$ cat config.mk
export PLATFORM = sky130hd
export DESIGN_NAME = vert_ucode_quicksort_fetch
export DESIGN_NICKNAME = d
export VERILOG_FILES = /design/src/rtl/vert_ucode_quicksort_fetch.sv
export SDC_FILE = /design/constraint.sdc
export NUM_CORES = 1
export LEC_CHECK = 0
export BUFFER_PORTS_ARGS = -buffer_cell sky130_fd_sc_hd__buf_2
export CORE_ASPECT_RATIO = 1.4
export CORE_MARGIN = 2
export CORE_UTILIZATION = 50
export CTS_BUF_LIST = sky130_fd_sc_hd__clkbuf_4 sky130_fd_sc_hd__clkbuf_8
export DETAILED_ROUTE_END_ITERATION = 12
export HOLD_SLACK_MARGIN = 0.12
export PLACE_DENSITY = 0.73
export SKIP_LAST_GASP = 1
export SLEW_MARGIN = 20
export SYNTH_ARGS = -nofsm -noshare
export SYNTH_HDL_FRONTEND = slang
export SYNTH_SLANG_ARGS = --single-unit
$ cat constraint.sdc
create_clock -name clk -period 3 [get_ports clk]
set_input_delay 0.3 -clock clk [delete_from_list [all_inputs] [get_ports clk]]
set_output_delay 0.3 -clock clk [all_outputs]
set_load 0.02 [all_outputs]
$ cat src/rtl/vert_ucode_quicksort_fetch.sv
// Microcode fetch unit for the vertical quicksort sequencer: issues ROM reads
// and queues returned instructions with their PCs for the decode stage.
module vert_ucode_quicksort_fetch #(
  parameter int unsigned PC_W      = 8,
  parameter int unsigned INST_W    = 16,
  parameter int unsigned BUF_DEPTH = 2
) (
  input  logic              clk,
  input  logic              rst,
  input  logic              start,
  input  logic              halt,
  input  logic              redirect_vld,
  input  logic [PC_W-1:0]   redirect_pc,
  output logic              imem_en,
  output logic [PC_W-1:0]   imem_addr,
  input  logic [INST_W-1:0] imem_rdata,
  output logic              out_vld,
  input  logic              out_rdy,
  output logic [INST_W-1:0] out_inst,
  output logic [PC_W-1:0]   out_pc,
  output logic              busy
);

  localparam int unsigned PTR_W = (BUF_DEPTH > 1) ? $clog2(BUF_DEPTH) : 1;
  localparam int unsigned CNT_W = $clog2(BUF_DEPTH + 1);
  localparam logic [CNT_W:0]   OCC_FULL = (CNT_W + 1)'(BUF_DEPTH);
  localparam logic [PTR_W-1:0] PTR_LAST = PTR_W'(BUF_DEPTH - 1);

  typedef enum logic {
    ST_IDLE,
    ST_RUN
  } state_e;

  state_e            state_q, state_d;
  logic [PC_W-1:0]   pc_q, pc_d;
  logic              infl_q, infl_d;
  logic [PC_W-1:0]   infl_pc_q, infl_pc_d;
  logic [PTR_W-1:0]  head_q, head_d;
  logic [PTR_W-1:0]  tail_q, tail_d;
  logic [CNT_W-1:0]  cnt_q, cnt_d;
  logic [INST_W-1:0] buf_inst_q [BUF_DEPTH];
  logic [INST_W-1:0] buf_inst_d [BUF_DEPTH];
  logic [PC_W-1:0]   buf_pc_q   [BUF_DEPTH];
  logic [PC_W-1:0]   buf_pc_d   [BUF_DEPTH];

  logic            run;
  logic            xfer;
  logic            issue;
  logic [CNT_W:0]  occ;

  function automatic logic [PTR_W-1:0] ptr_inc(input logic [PTR_W-1:0] p);
    return (p == PTR_LAST) ? '0 : p + PTR_W'(1);
  endfunction

  // Handshake and read-issue decisions; the in-flight read counts against
  // buffer space so a response always has a slot waiting for it.
  always_comb begin
    run     = (state_q == ST_RUN);
    occ     = {1'b0, cnt_q} + (CNT_W + 1)'(infl_q);
    out_vld = run && (cnt_q != '0) && !redirect_vld && !halt;
    xfer    = out_vld && out_rdy;
    issue   = run && !halt && !redirect_vld &&
              ((occ < OCC_FULL) || ((occ == OCC_FULL) && xfer));
    imem_en   = issue;
    imem_addr = issue ? pc_q : '0;
    out_inst  = (cnt_q != '0) ? buf_inst_q[head_q] : '0;
    out_pc    = (cnt_q != '0) ? buf_pc_q[head_q] : '0;
    busy      = run;
  end

  always_comb begin
    state_d    = state_q;
    pc_d       = pc_q;
    infl_d     = infl_q;
    infl_pc_d  = infl_pc_q;
    head_d     = head_q;
    tail_d     = tail_q;
    cnt_d      = cnt_q;
    buf_inst_d = buf_inst_q;
    buf_pc_d   = buf_pc_q;

    unique case (state_q)
      ST_IDLE: begin
        if (start) begin
          state_d = ST_RUN;
          pc_d    = '0;
          infl_d  = 1'b0;
          head_d  = '0;
          tail_d  = '0;
          cnt_d   = '0;
        end
      end
      ST_RUN: begin
        if (halt || redirect_vld) begin
          // Flush: queued entries and any returning response are dropped.
          if (halt) begin
            state_d = ST_IDLE;
          end else begin
            pc_d = redirect_pc;
          end
          infl_d = 1'b0;
          head_d = '0;
          tail_d = '0;
          cnt_d  = '0;
        end else begin
          infl_d = issue;
          if (issue) begin
            pc_d      = pc_q + PC_W'(1);
            infl_pc_d = pc_q;
          end
          if (infl_q) begin
            buf_inst_d[tail_q] = imem_rdata;
            buf_pc_d[tail_q]   = infl_pc_q;
            tail_d             = ptr_inc(tail_q);
          end
          if (xfer) begin
            head_d = ptr_inc(head_q);
          end
          cnt_d = cnt_q + CNT_W'(infl_q) - CNT_W'(xfer);
        end
      end
      default: state_d = ST_IDLE;
    endcase
  end

  always_ff @(posedge clk or posedge rst) begin
    if (rst) begin
      state_q   <= ST_IDLE;
      pc_q      <= '0;
      infl_q    <= 1'b0;
      infl_pc_q <= '0;
      head_q    <= '0;
      tail_q    <= '0;
      cnt_q     <= '0;
      for (int i = 0; i < int'(BUF_DEPTH); i++) begin
        buf_inst_q[i] <= '0;
        buf_pc_q[i]   <= '0;
      end
    end else begin
      state_q    <= state_d;
      pc_q       <= pc_d;
      infl_q     <= infl_d;
      infl_pc_q  <= infl_pc_d;
      head_q     <= head_d;
      tail_q     <= tail_d;
      cnt_q      <= cnt_d;
      buf_inst_q <= buf_inst_d;
      buf_pc_q   <= buf_pc_d;
    end
  end

endmodule
# Word-level counts from Yosys, hierarchy flattened
# Cells that the tools add are included.
# word_totals
reg_bits,70
inputBits,30
out_inout_bits,35
wordCells,88
# op_classes
add_sub_neg,6
magnitude_cmp,4
eq_ne,6
n_mux,38
n_bitwise,4
n_reduce_logical,19
# op_table
operator,n
2-to-1 mux 16 bit,5
2-to-1 mux 8 bit,10
bitwise mux 32 bit,1
bitwise mux 16 bit,1
demux 16 bit (select 1 bit),1
one-hot mux 8 bit (2 select lines),1
2-to-1 mux 1 bit,11
logical AND 1 bit,9
AND reduction 3 bit,3
adder 8 x 1 -> 8 bit (second input constant),1
demux 8 bit (select 1 bit),1
one-hot mux 1 bit (2 select lines),4
inequality test 3 x 1 -> 1 bit (second input constant),2
greater-or-equal comparator 2 bit (second input constant),2
2-to-1 mux 2 bit,2
NOT 1 -> 2 bit,2
one-hot mux 2 bit (2 select lines),1
AND reduction 2 bit,2
adder 2 x 1 -> 3 bit,1
equality test 3 x 2 -> 1 bit (second input constant),1
less-than comparator 3 x 2 -> 1 bit (second input constant),1
inequality test 3 x 2 -> 1 bit (second input constant),1
inequality test 3 bit (second input constant),1
adder 1 bit (second input constant),2
8 further kinds,11

# Logic depth before layout (Yosys ltp)
# Gate-level depths: netlist of run 1.
# logic_depth
word_depth,11
ltp_mapped,8
ltp_nobuf,7

# Worst setup path before layout of run 1
# No wires, ideal clock.
# synth_path
path_type,reg2out
startpoint,reg cnt_q[0]
endpoint,out imem_addr[0]
arrival_ns,2.173
required_time_ns,2.700
slack_ns,0.527
path_stages_with_launch,9
path_buffers,1
path_cell_list,dfrtp_1 ha_1 inv_1 ha_1 nor3b_1 a21oi_1 nor2_2 buf_4 and2_1
# synth_between
elab_chain_len,9
elab_cells_between_ends,12
classes_between,add/sub: 1; order compare: 1; eq/ne: 1; mux: 1; reduce/logical: 8
# synth_rtl
element,line_no,text
start: declaration,40,"logic [CNT_W-1:0] cnt_q, cnt_d;"
start signal: assignment,146,cnt_q <= cnt_d;
branches (longest 6 deep; another with adder 2 x 1 -> 3 bit),--,
logical OR 1 bit *,63,((occ < OCC_FULL) || ((occ == OCC_FULL) && xfer));
logical AND 1 bit *,62,issue = run && !halt && !redirect_vld &&
via imem_en,14,"output logic imem_en,"
2-to-1 mux 8 bit *,65,imem_addr = issue ? pc_q : '0;
end: declaration,15,"output logic [PC_W-1:0] imem_addr,"
# Mark *: on every way through the listed nets, which the timed path passes.

# Worst setup path after layout of run 1
# layout_path
startpoint,reg cnt_q[0]
endpoint,out imem_addr[4]
# layout_between
elab_chain_len,9
elab_cells_between_ends,12
classes_between,add/sub: 1; order compare: 1; eq/ne: 1; mux: 1; reduce/logical: 8
# layout_rtl
element,line_no
branches (longest 6 deep; another with adder 2 x 1 -> 3 bit),--
logical OR 1 bit *,63
logical AND 1 bit *,62
2-to-1 mux 8 bit *,65
# Mark *: on every way between the ends.

==> results.tsv, run 1 <==
metric	value	unit
outcome	completed	
final hold violation count	0	
Starting Density	0.5162	
Net Sw Frac	0.2560	
H-tree depth	3	
first drt pass iteration count	4	
Synth Area in Simple Gates	0.1048	
Global Route Usage Sum	0.1919	
Synth Cell Area	0.003391	mm^2
row count	35	
GPL Wtd Cong	0.7949	
Gate power share	0.158	
Yosys Warn Count	0	
fillers	559	
largest net degree at the start of global routing	43	
Nets	384	
most frequent cell after synthesis	dfrtp_1	
port bufs	64	
Setup TNS	0	ns
MaxCap Viol Count	0	
crit share post-route	0.9258	
vias	2351	
Place WS	0.4725	ns
ANT cells	0	
internal power	0.001859	W
CP required	2.70	ns
area fraction in compound gates after synthesis	0.07085	
post-route non-filler standard cell count	428	
CTS Hold Bufs	0	
fin crit period	2.778	ns
sequential-to-total area share from yosys stat	0.5166	
Most used DFF post-synth	dfrtp_1	
vias per cell	5.493	
Slew Limit Headroom	0.4412	
Die Span Y	101.4	um
Area growth, synth to finish	18.93	%
Seq pwr share	0.502	
Routed wire per std cell	15.36	um
Peak VDD IR	0.2663	mV
number of buffers created by CTS	9	
Post-Synth Adder-Cell Area	0.01845	
Routed WL	6.572	mm
fmax	360.0	MHz
critical path class	reg2out	
grt ovf	0	
Power Dens Cells	619.7	mW/mm^2
multiplexer share of the synthesized area	0.2613	
number of remaining DRC errors	0	
clk root buf	clkbuf_8	
Worst-path clk slew	0.07	ns
clock power share	0.341	
Placed Instances	412	
Final Skew	0.007389	ns
Area contributors post-synth	dfrtp_1 (52%), mux2_2 (19%), mux2i_1 (7.1%)	
Register Area	0.001752	mm^2
switching power total	0.0006399	W
EDFF count, synth	0	
vias in the first global route	2288	
Crit. End Element	primary output	
endpoints failing setup	0	
antenna viol nets, final	0	
die width	73.60	um
post-cts sizing count	0	
post-DP HPWL	4.653	mm
Cells after Synth	280	
Seq cells post-synth	70	
Die ar.	0.007466	mm^2
top cell type's share of synthesized area	0.5166	
Max Slew Vio Count	0	
RSZ-0062 raised after global routing	false	
first-pass GRT wire length	10.91	mm
Pleak	1.982	nW
clock sinks	70	
Critical Path Source Type	flip-flop	
ys async rst share	1.000	
TritonCTS clock tree	built	
WP data arrival	2.48	ns
XOR/XNOR Fraction of Synth Area	0.002583	
Yosys top cell by area	dfrtp_1	
Avg Cell Area, Syn	12.11	um^2
IO Pins	65	
initial drt markers	146	
Slew @ Worst Pin	0.8369	ns
initial antenna violation count	0	
Max Root-Sink Buffers	2	
syn_nets	315	
share of cells above drive strength 1	0.4294	
multi-input logic area	0.001555	mm^2
Synth cell types	40	
HP Class	in2async	
post-CTS setup buffers	0	
Core ar.	0.006569	mm^2
setup slack after layout	0.2225	ns
most common library cells after synthesis	dfrtp_1 (70), mux2_2 (56), nor2_1 (32)	
critical path fanouts, max	10	
Clock Latency Late Sink	0.34	ns
main combinational cell family by area after synthesis	multiplexers	
## critical path, cell delays in order (launching register included)
cell	delay, ns
dfrtp_1	0.45
ha_1	0.21
inv_1	0.05
ha_1	0.26
nor3b_1	0.38
a21oi_1	0.17
nor2_2	0.28
and2_1	0.18
buf_2	0.16
## routing by layer
layer	share of wire	wire length, um	GRT usage
met1	0.44	2922	0.2410
met2	0.49	3249	0.3139
met3	0.044	289	0.04876
met4	0.017	110	0.07832
met5	0	0	0
## flip-flops by register name, summed over array words and instances, names as in the netlist
signal	count
infl_pc_q	8
tail_q	1
infl_q	1
pc_q	8
buf_pc_q	16
busy	1
buf_inst_q	32
head_q	1
cnt_q	2
## layout by cell type (no fill, tap or decap), types with 3 or more instances in the layout
cell and count:
inv_1 3, nor2b_1 3, nor3_1 4, mux2_2 56, nor2_1 31, a21oi_1 3, mux2i_1 24, o21ai_0 10
buf_4 6, nand2_1 6, and3_1 3, nor2_2 4, o211ai_1 3, o22ai_1 5, clkbuf_8 11, dfrtp_1 70
buf_2 64, nand4_1 3, and2_1 9, ha_1 5
## final timing paths
path	from	end	slack, ns	cells after the start
min	rst	buf_inst_q[1]$_DFFE_PP0P_	0.13	2
max in group asynchronous	rst	buf_inst_q[30]$_DFFE_PP0P_	2.13	3
min in group clk	imem_rdata[2]	buf_inst_q[2]$_DFFE_PP0P_	0.20	2
max	cnt_q[0]$_DFFE_PP0P_	imem_addr[4]	0.22	8
max reg2reg	cnt_q[0]$_DFFE_PP0P_	infl_pc_q[7]$_DFFE_PP0P_	0.49	8
min reg2reg	buf_inst_q[1]$_DFFE_PP0P_	buf_inst_q[1]$_DFFE_PP0P_	0.51	1
## power groups by stage
stage	Combinational (W)	Sequential (W)	Clock (W)
floorplan	0.000319	0.00122	0
global placement	0.000385	0.00126	0
detailed placement	0.000398	0.00127	0
CTS	0.000403	0.00125	0.000871
global route	0.000444	0.00128	0.000912
finish	0.000395	0.00125	0.000851
## cell type report
class / count / share of cell area
repair buffers: 71 / 0.09556
well taps: 74 / 0.02296
flip-flops and latches: 70 / 0.4344
inverters: 4 / 0.003723
multi-input cells: 193 / 0.3857
clock buffers: 11 / 0.03754
clock inverters: 5 / 0.02017
## per-stage QoR
step / hold WS [ns] / cell area, um^2 / total power (W) / util
final: 0.1269 / 4033 / 0.002499 / 0.6139
after detailed placement: 0.4932 / 3800 / 0.001670 / 0.5785
after CTS: 0.1472 / 4033 / 0.002529 / 0.6139
after floorplan: 0.4506 / 3391 / 0.001542 / -
after global routing: 0.1882 / 4033 / 0.002637 / 0.6139
after global placement: 0.4864 / 3800 / 0.001644 / 0.5785
## cell families after synthesis
group | count (synthesis)
simple gates | 71
xor+xnor | 1
flops | 70
fa+ha+maj | 5
compound gates | 35
mux | 81
buf+inv | 17
No activity file was read; power rests on OpenSTA's default activity.
==> run 2: changes to the inputs <==
--- a/config.mk
+++ b/config.mk
@@ -12,7 +12,9 @@
 export CTS_BUF_LIST = sky130_fd_sc_hd__clkbuf_4 sky130_fd_sc_hd__clkbuf_8
 export DETAILED_ROUTE_END_ITERATION = 12
 export HOLD_SLACK_MARGIN = 0.12
+export MAX_ROUTING_LAYER = met4
 export PLACE_DENSITY = 0.73
+export REMOVE_ABC_BUFFERS = 1
 export SKIP_LAST_GASP = 1
 export SLEW_MARGIN = 20
 export SYNTH_ARGS = -nofsm -noshare
==> run 2 against run 1 <==
Clock skew increased by 0.0026 ns. Sequential cell count unchanged. Total power increased by 3.1%. Routed wire length increased by 1.4%. Die area unchanged. Worst setup slack improved by 0.046 ns. Fmax increased by 1.7%. Sequential power about the same. First-iteration DRC count decreased by 18%. Sequential share of layout area decreased by 0.23 points. Cell area increased by 0.53%. Largest power group unchanged.
==> results.tsv, run 2 (synthesized netlist as in run 1, its figures left out) <==
metric	value	unit	change
internal power	0.001933	W	was 0.001859 W
fillers	555		was 559
Routed WL	6.667	mm	was 6.572 mm
CP required	2.70	ns	about the same
largest net degree at the start of global routing	31		was 43
Largest Register	buf_inst_q		unchanged
final hold violation count	0		unchanged
Max Slew Vio Count	0		unchanged
post-DP HPWL	4.449	mm	was 4.653 mm
switching power total	0.0006450	W	was 0.0006399 W
hold path startpoint	imem_rdata[7]		
vias in the first global route	2325		was 2288
share of cells above drive strength 1	0.4310		was 0.4294
Die Span Y	101.4	um	unchanged
Net Sw Frac	0.2502		was 0.2560
Setup TNS	0	ns	unchanged
Core ar.	0.006569	mm^2	unchanged
Max Root-Sink Buffers	2		unchanged
Reg2Reg Depth	8		unchanged
Peak VDD IR	0.3309	mV	was 0.2663 mV
grt ovf	0		unchanged
number of buffers created by CTS	9		unchanged
Critical Path Start	cnt_q[0]$_DFFE_PP0P_		unchanged
Starting Density	0.5162		unchanged
critical path class	reg2out		unchanged
clock power share	0.362		was 0.341
Routed wire per std cell	15.54	um	was 15.36 um
GPL Wtd Cong	0.8045		was 0.7949
port bufs	64		unchanged
initial antenna violation count	0		unchanged
Crit. End Element	primary output		unchanged
vias	2377		was 2351
Final Util	0.6171		was 0.6139
setup slack after layout	0.2682	ns	was 0.2225 ns
hold depth	2		
Place WS	0.4781	ns	was 0.4725 ns
antenna viol nets, final	0		unchanged
MaxCap Viol Count	0		unchanged
Global Route Usage Sum	0.1959		was 0.1919
crit share post-route	0.9106		was 0.9258
clk root buf	clkbuf_8		unchanged
fmax	366.1	MHz	was 360.0 MHz
Slew @ Worst Pin	0.5891	ns	was 0.8369 ns
row count	35		unchanged
RR Startpoint	cnt_q[0]$_DFFE_PP0P_		unchanged
Largest register FFs	32		unchanged
Hold Path Sink	buf_inst_q[7]$_DFFE_PP0P_		
Slew Limit Headroom	0.6067		was 0.4412
design area	0.004054	mm^2	was 0.004033 mm^2
Area growth, synth to finish	19.56	%	was 18.93%
setup slack, reg-to-reg	0.71	ns	was 0.49 ns
critical path fanouts, max	15		was 10
commonest non-fill, non-tap cells in the layout	dfrtp_1 (70), buf_2 (64), mux2_2 (56)		unchanged
TritonCTS clock tree	built		unchanged
endpoints failing setup	0		unchanged
reg2reg end	infl_pc_q[6]$_DFFE_PP0P_		was infl_pc_q[7]$_DFFE_PP0P_
Seq pwr share	0.484		was 0.502
placement-stage cell area	0.003787	mm^2	was 0.003800 mm^2
first drt pass iteration count	4		unchanged
outcome	completed		unchanged
Critical Path Source Type	flip-flop		unchanged
Final Skew	0.01002	ns	was 0.007389 ns
fin crit period	2.732	ns	was 2.778 ns
initial drt markers	120		was 146
IO Pins	65		unchanged
H-tree depth	3		unchanged
commonest non-fill, non-tap cell in the layout	dfrtp_1		unchanged
number of remaining DRC errors	0		unchanged
die width	73.60	um	unchanged
Pleak	1.995	nW	was 1.982 nW
first-pass GRT wire length	10.81	mm	was 10.91 mm
Die ar.	0.007466	mm^2	unchanged
Clock Latency Late Sink	0.34	ns	about the same
vias per cell	5.541		was 5.493
Largest regs	buf_inst_q: 32 flops, buf_pc_q: 16 flops		unchanged
Nets	385		was 384
Power Total	0.002578	W	was 0.002499 W
WP data arrival	2.43	ns	was 2.48 ns
Worst-path clk slew	0.08	ns	was 0.07 ns
HP Class	in2reg		was in2async
RSZ-0062 raised after global routing	false		unchanged
ANT cells	0		unchanged
Power Dens Cells	635.9	mW/mm^2	was 619.7 mW/mm^2
clock sinks	70		unchanged
Gate power share	0.154		was 0.158
==> run 2: changes by cell type in the layout (fill, tap and decap cells not counted), sizes merged <==
cell	before	now
bufinv	2	3
clkinv	2	1
dlygate4sd3	0	1
==> run 2: worst max path at each step <==
stage              endpoint  depth (start not counted)
2_1_floorplan  imem_addr[0]                          7
3_3_place_gp   imem_addr[7]                          9
3_5_place_dp   imem_addr[2]                          9
4_1_cts        imem_addr[2]                          9
5_1_grt        imem_addr[2]                          9
6_report       imem_addr[2]                          9
==> run 2: power by group through the flow <==
stage	sequential [W]	combinational [W]	clock [W]
after floorplan	0.00123	0.000309	0
after CTS	0.00125	0.000403	0.000955
after global routing	0.00128	0.000442	0.00100
after global placement	0.00125	0.000384	0
final	0.00125	0.000397	0.000933
after detailed placement	0.00127	0.000398	0
==> run 2: timing repair <==
action / CTS / global route
endpoints found under the setup margin: 0 / 5
buffers inserted: 0 / 0
hold buffers: 1 / 0
gates resized for setup: 0 / 1
endpoints found under the hold margin: 27 / 0
==> run 2: critical path, cell delays in order, from the launching register on <==
cell and delay, ns:
dfrtp_1 0.46, ha_1 0.21, inv_1 0.05, ha_1 0.25, nor3b_2 0.26, a21oi_1 0.15
nor2_2 0.14, buf_4 0.25, and2_1 0.15, buf_2 0.15
==> run 2: area by class of cell <==
class                           count  area [um^2]  area share
Inverter                            4        15.01    0.003704
Tap cell                           74        92.59     0.02284
Timing Repair Buffer               72        382.9     0.09444
Clock inverter                      5        106.4     0.02623
Sequential cell                    70         1752      0.4321
Multi-Input combinational cell    193         1560      0.3849
Clock buffer                       11        145.1     0.03580
==> run 2: stage by stage <==
step	hold slack [ns]	std cells
6_report	0.1957	429
4_1_cts	0.1816	429
5_1_grt	0.1751	429
3_3_place_gp	0.3879	412
3_5_place_dp	0.3967	412
2_1_floorplan	0.4507	267
==> run 2: layer usage <==
metal / track usage / routed length [um]
met1: 0.2286 / 2889
met2: 0.3255 / 3371
met3: 0.03980 / 261
met4: 0.08112 / 144
met5: - / 0
==> run 3: changes to the inputs <==
--- a/config.mk
+++ b/config.mk
@@ -10,10 +10,11 @@
 export CORE_MARGIN = 2
 export CORE_UTILIZATION = 50
 export CTS_BUF_LIST = sky130_fd_sc_hd__clkbuf_4 sky130_fd_sc_hd__clkbuf_8
+export CTS_CLUSTER_DIAMETER = 50
 export DETAILED_ROUTE_END_ITERATION = 12
 export HOLD_SLACK_MARGIN = 0.12
 export MAX_ROUTING_LAYER = met4
-export PLACE_DENSITY = 0.73
+export PLACE_DENSITY = 0.75
 export REMOVE_ABC_BUFFERS = 1
 export SKIP_LAST_GASP = 1
 export SLEW_MARGIN = 20
==> run 3 against run 2 <==
Via count unchanged. Critical endpoint is now imem_addr[7]. Global-route usage up 0.62 points. Routed wire length down 0.12%. Total power down 8.8%.
==> results.tsv, run 3 (synthesized netlist as in run 1, its figures left out) <==
metric	value	unit	change
outcome	completed		unchanged
Power Total	0.002352	W	was 0.002578 W
vias	2377		unchanged
Starting Density	0.5162		unchanged
multi-input logic area	0.001560	mm^2	unchanged
Pleak	1.976	nW	was 1.995 nW
largest net degree at the start of global routing	28		was 31
placement-stage cell area	0.003795	mm^2	was 0.003787 mm^2
H-tree depth	3		unchanged
crit share post-route	0.9293		was 0.9106
Largest Register	buf_inst_q		unchanged
HP Class	in2reg		unchanged
GPL Wtd Cong	0.8316		was 0.8045
slowest CP cell	dfrtp_1		unchanged
Seq pwr share	0.533		was 0.484
Routed wire per std cell	15.49	um	was 15.54 um
vias per cell	5.528		was 5.541
RR Startpoint	cnt_q[0]$_DFFE_PP0P_		unchanged
post-route non-filler standard cell count	430		was 429
Peak VDD IR	0.2610	mV	was 0.3309 mV
hold path startpoint	imem_rdata[8]		was imem_rdata[7]
commonest non-fill, non-tap cell in the layout	dfrtp_1		unchanged
Power Dens Cells	588.0	mW/mm^2	was 635.9 mW/mm^2
clk root buf	clkbuf_8		unchanged
Largest regs	buf_inst_q: 32 flops, buf_pc_q: 16 flops		unchanged
die width	73.60	um	unchanged
Routed WL	6.659	mm	was 6.667 mm
post-CTS setup buffers	0		unchanged
endpoints failing setup	0		unchanged
clock sinks	70		unchanged
CP top delay family	simple AND/OR/NAND/NOR gates		unchanged
post-DP HPWL	4.715	mm	was 4.449 mm
commonest non-fill, non-tap cells in the layout	dfrtp_1 (70), buf_2 (64), mux2_2 (56)		unchanged
switching power total	0.0006289	W	was 0.0006450 W
Global Route Usage Sum	0.2022		was 0.1959
Crit. End Element	primary output		unchanged
cell repeated most along the worst path	ha_1		unchanged
critical path class	reg2out		unchanged
largest stage delay on the critical path	0.45	ns	was 0.46 ns
initial drt markers	141		was 120
fmax	358.7	MHz	was 366.1 MHz
Area growth, synth to finish	17.97	%	was 19.56%
design area	0.004000	mm^2	was 0.004054 mm^2
Slew @ Worst Pin	0.5553	ns	was 0.5891 ns
Die Span Y	101.4	um	unchanged
Slew Limit Headroom	0.6293		was 0.6067
Max Root-Sink Buffers	2		unchanged
number of buffers created by CTS	9		unchanged
first drt pass iteration count	7		was 4
MaxCap Viol Count	0		unchanged
share of cells above drive strength 1	0.4326		was 0.4310
final hold violation count	0		unchanged
Die ar.	0.007466	mm^2	unchanged
Largest register FFs	32		unchanged
Clock Latency Late Sink	0.33	ns	was 0.34 ns
CP required	2.70	ns	about the same
Setup TNS	0	ns	unchanged
Nets	386		was 385
number of remaining DRC errors	0		unchanged
first-pass GRT wire length	11.13	mm	was 10.81 mm
crit path buf inv count	3		unchanged
port bufs	64		unchanged
row count	35		unchanged
fin crit period	2.788	ns	was 2.732 ns
Placed Instances	413		was 412
Register Area	0.001752	mm^2	unchanged
Critical Path Source Type	flip-flop		unchanged
ANT cells	0		unchanged
Gate power share	0.169		was 0.154
critical path fanouts, max	8		was 15
Net Sw Frac	0.2674		was 0.2502
Worst-path clk slew	0.07	ns	was 0.08 ns
WP data arrival	2.49	ns	was 2.43 ns
RSZ-0062 raised after global routing	false		unchanged
clock power share	0.298		was 0.362
internal power	0.001723	W	was 0.001933 W
Critical Path Start	cnt_q[0]$_DFFE_PP0P_		unchanged
Core ar.	0.006569	mm^2	unchanged
Max Slew Vio Count	0		unchanged
vias in the first global route	2347		was 2325
antenna viol nets, final	0		unchanged
CP cell instances	ha_1 -> inv_1 -> ha_1 -> nor3b_2 -> a21oi_1 -> nor2_2 -> buf_4 -> and2_1 -> buf_2		unchanged
initial antenna violation count	0		unchanged
Final Skew	0.005337	ns	was 0.01002 ns
TritonCTS clock tree	built		unchanged
fillers	543		was 555
grt ovf	0		unchanged
IO Pins	65		unchanged
-- run 3: area by class of cell --
type / instances / share of cell area
repair buffers: 73 / 0.09759
multi-input cells: 193 / 0.3901
well taps: 74 / 0.02315
flip-flops and latches: 70 / 0.4379
inverters: 4 / 0.003754
clock inverters: 3 / 0.004379
clock buffers: 13 / 0.04317
-- run 3: worst paths after layout --
check / slack [ns] / cells past startpoint / end
max: 0.21 / 9 / imem_addr[7]
min: 0.21 / 2 / buf_inst_q[24]$_DFFE_PP0P_
max reg2reg: 0.67 / 8 / infl_pc_q[0]$_DFFE_PP0P_
min reg2reg: 0.51 / 1 / buf_inst_q[23]$_DFFE_PP0P_
max in group asynchronous: 1.71 / 4 / buf_pc_q[13]$_DFFE_PP0P_
min in group asynchronous: 0.57 / 3 / buf_inst_q[17]$_DFFE_PP0P_
-- run 3: power by group through the flow --
stage	clock (W)	combinational (W)	sequential (W)
global route	0.000762	0.000451	0.00128
global placement	0	0.000385	0.00126
floorplan	0	0.000309	0.00123
finish	0.000700	0.000399	0.00125
detailed placement	0	0.000401	0.00127
CTS	0.000721	0.000406	0.00125
-- run 3: layer usage --
| metal | share of wire | track usage | up-vias |
|---|---|---|---|
| li1 | - | - | 1137 |
| met1 | 0.43 | 0.2349 | 1160 |
| met2 | 0.52 | 0.3379 | 69 |
| met3 | 0.037 | 0.04179 | 11 |
| met4 | 0.019 | 0.08112 | 0 |
| met5 | 0 | - | - |
-- run 3: repair_timing --
| item | CTS | global route |
|---|---|---|
| endpoints found under the hold margin | 25 | 0 |
| resized for setup | 1 | 0 |
| hold buffers | 1 | 0 |
| setup endpoints to repair | 2 | 0 |
-- run 3: stage by stage --
| stage | utilization | hold WS, ns | setup WS, ns |
|---|---|---|---|
| floorplan | - | 0.4507 | 0.4382 |
| global placement | 0.5777 | 0.3773 | 0.4631 |
| detailed placement | 0.5777 | 0.3787 | 0.3968 |
| CTS | 0.6090 | 0.1925 | 0.1730 |
| global route | 0.6090 | 0.1965 | 0.02315 |
| finish | 0.6090 | 0.2103 | 0.2122 |
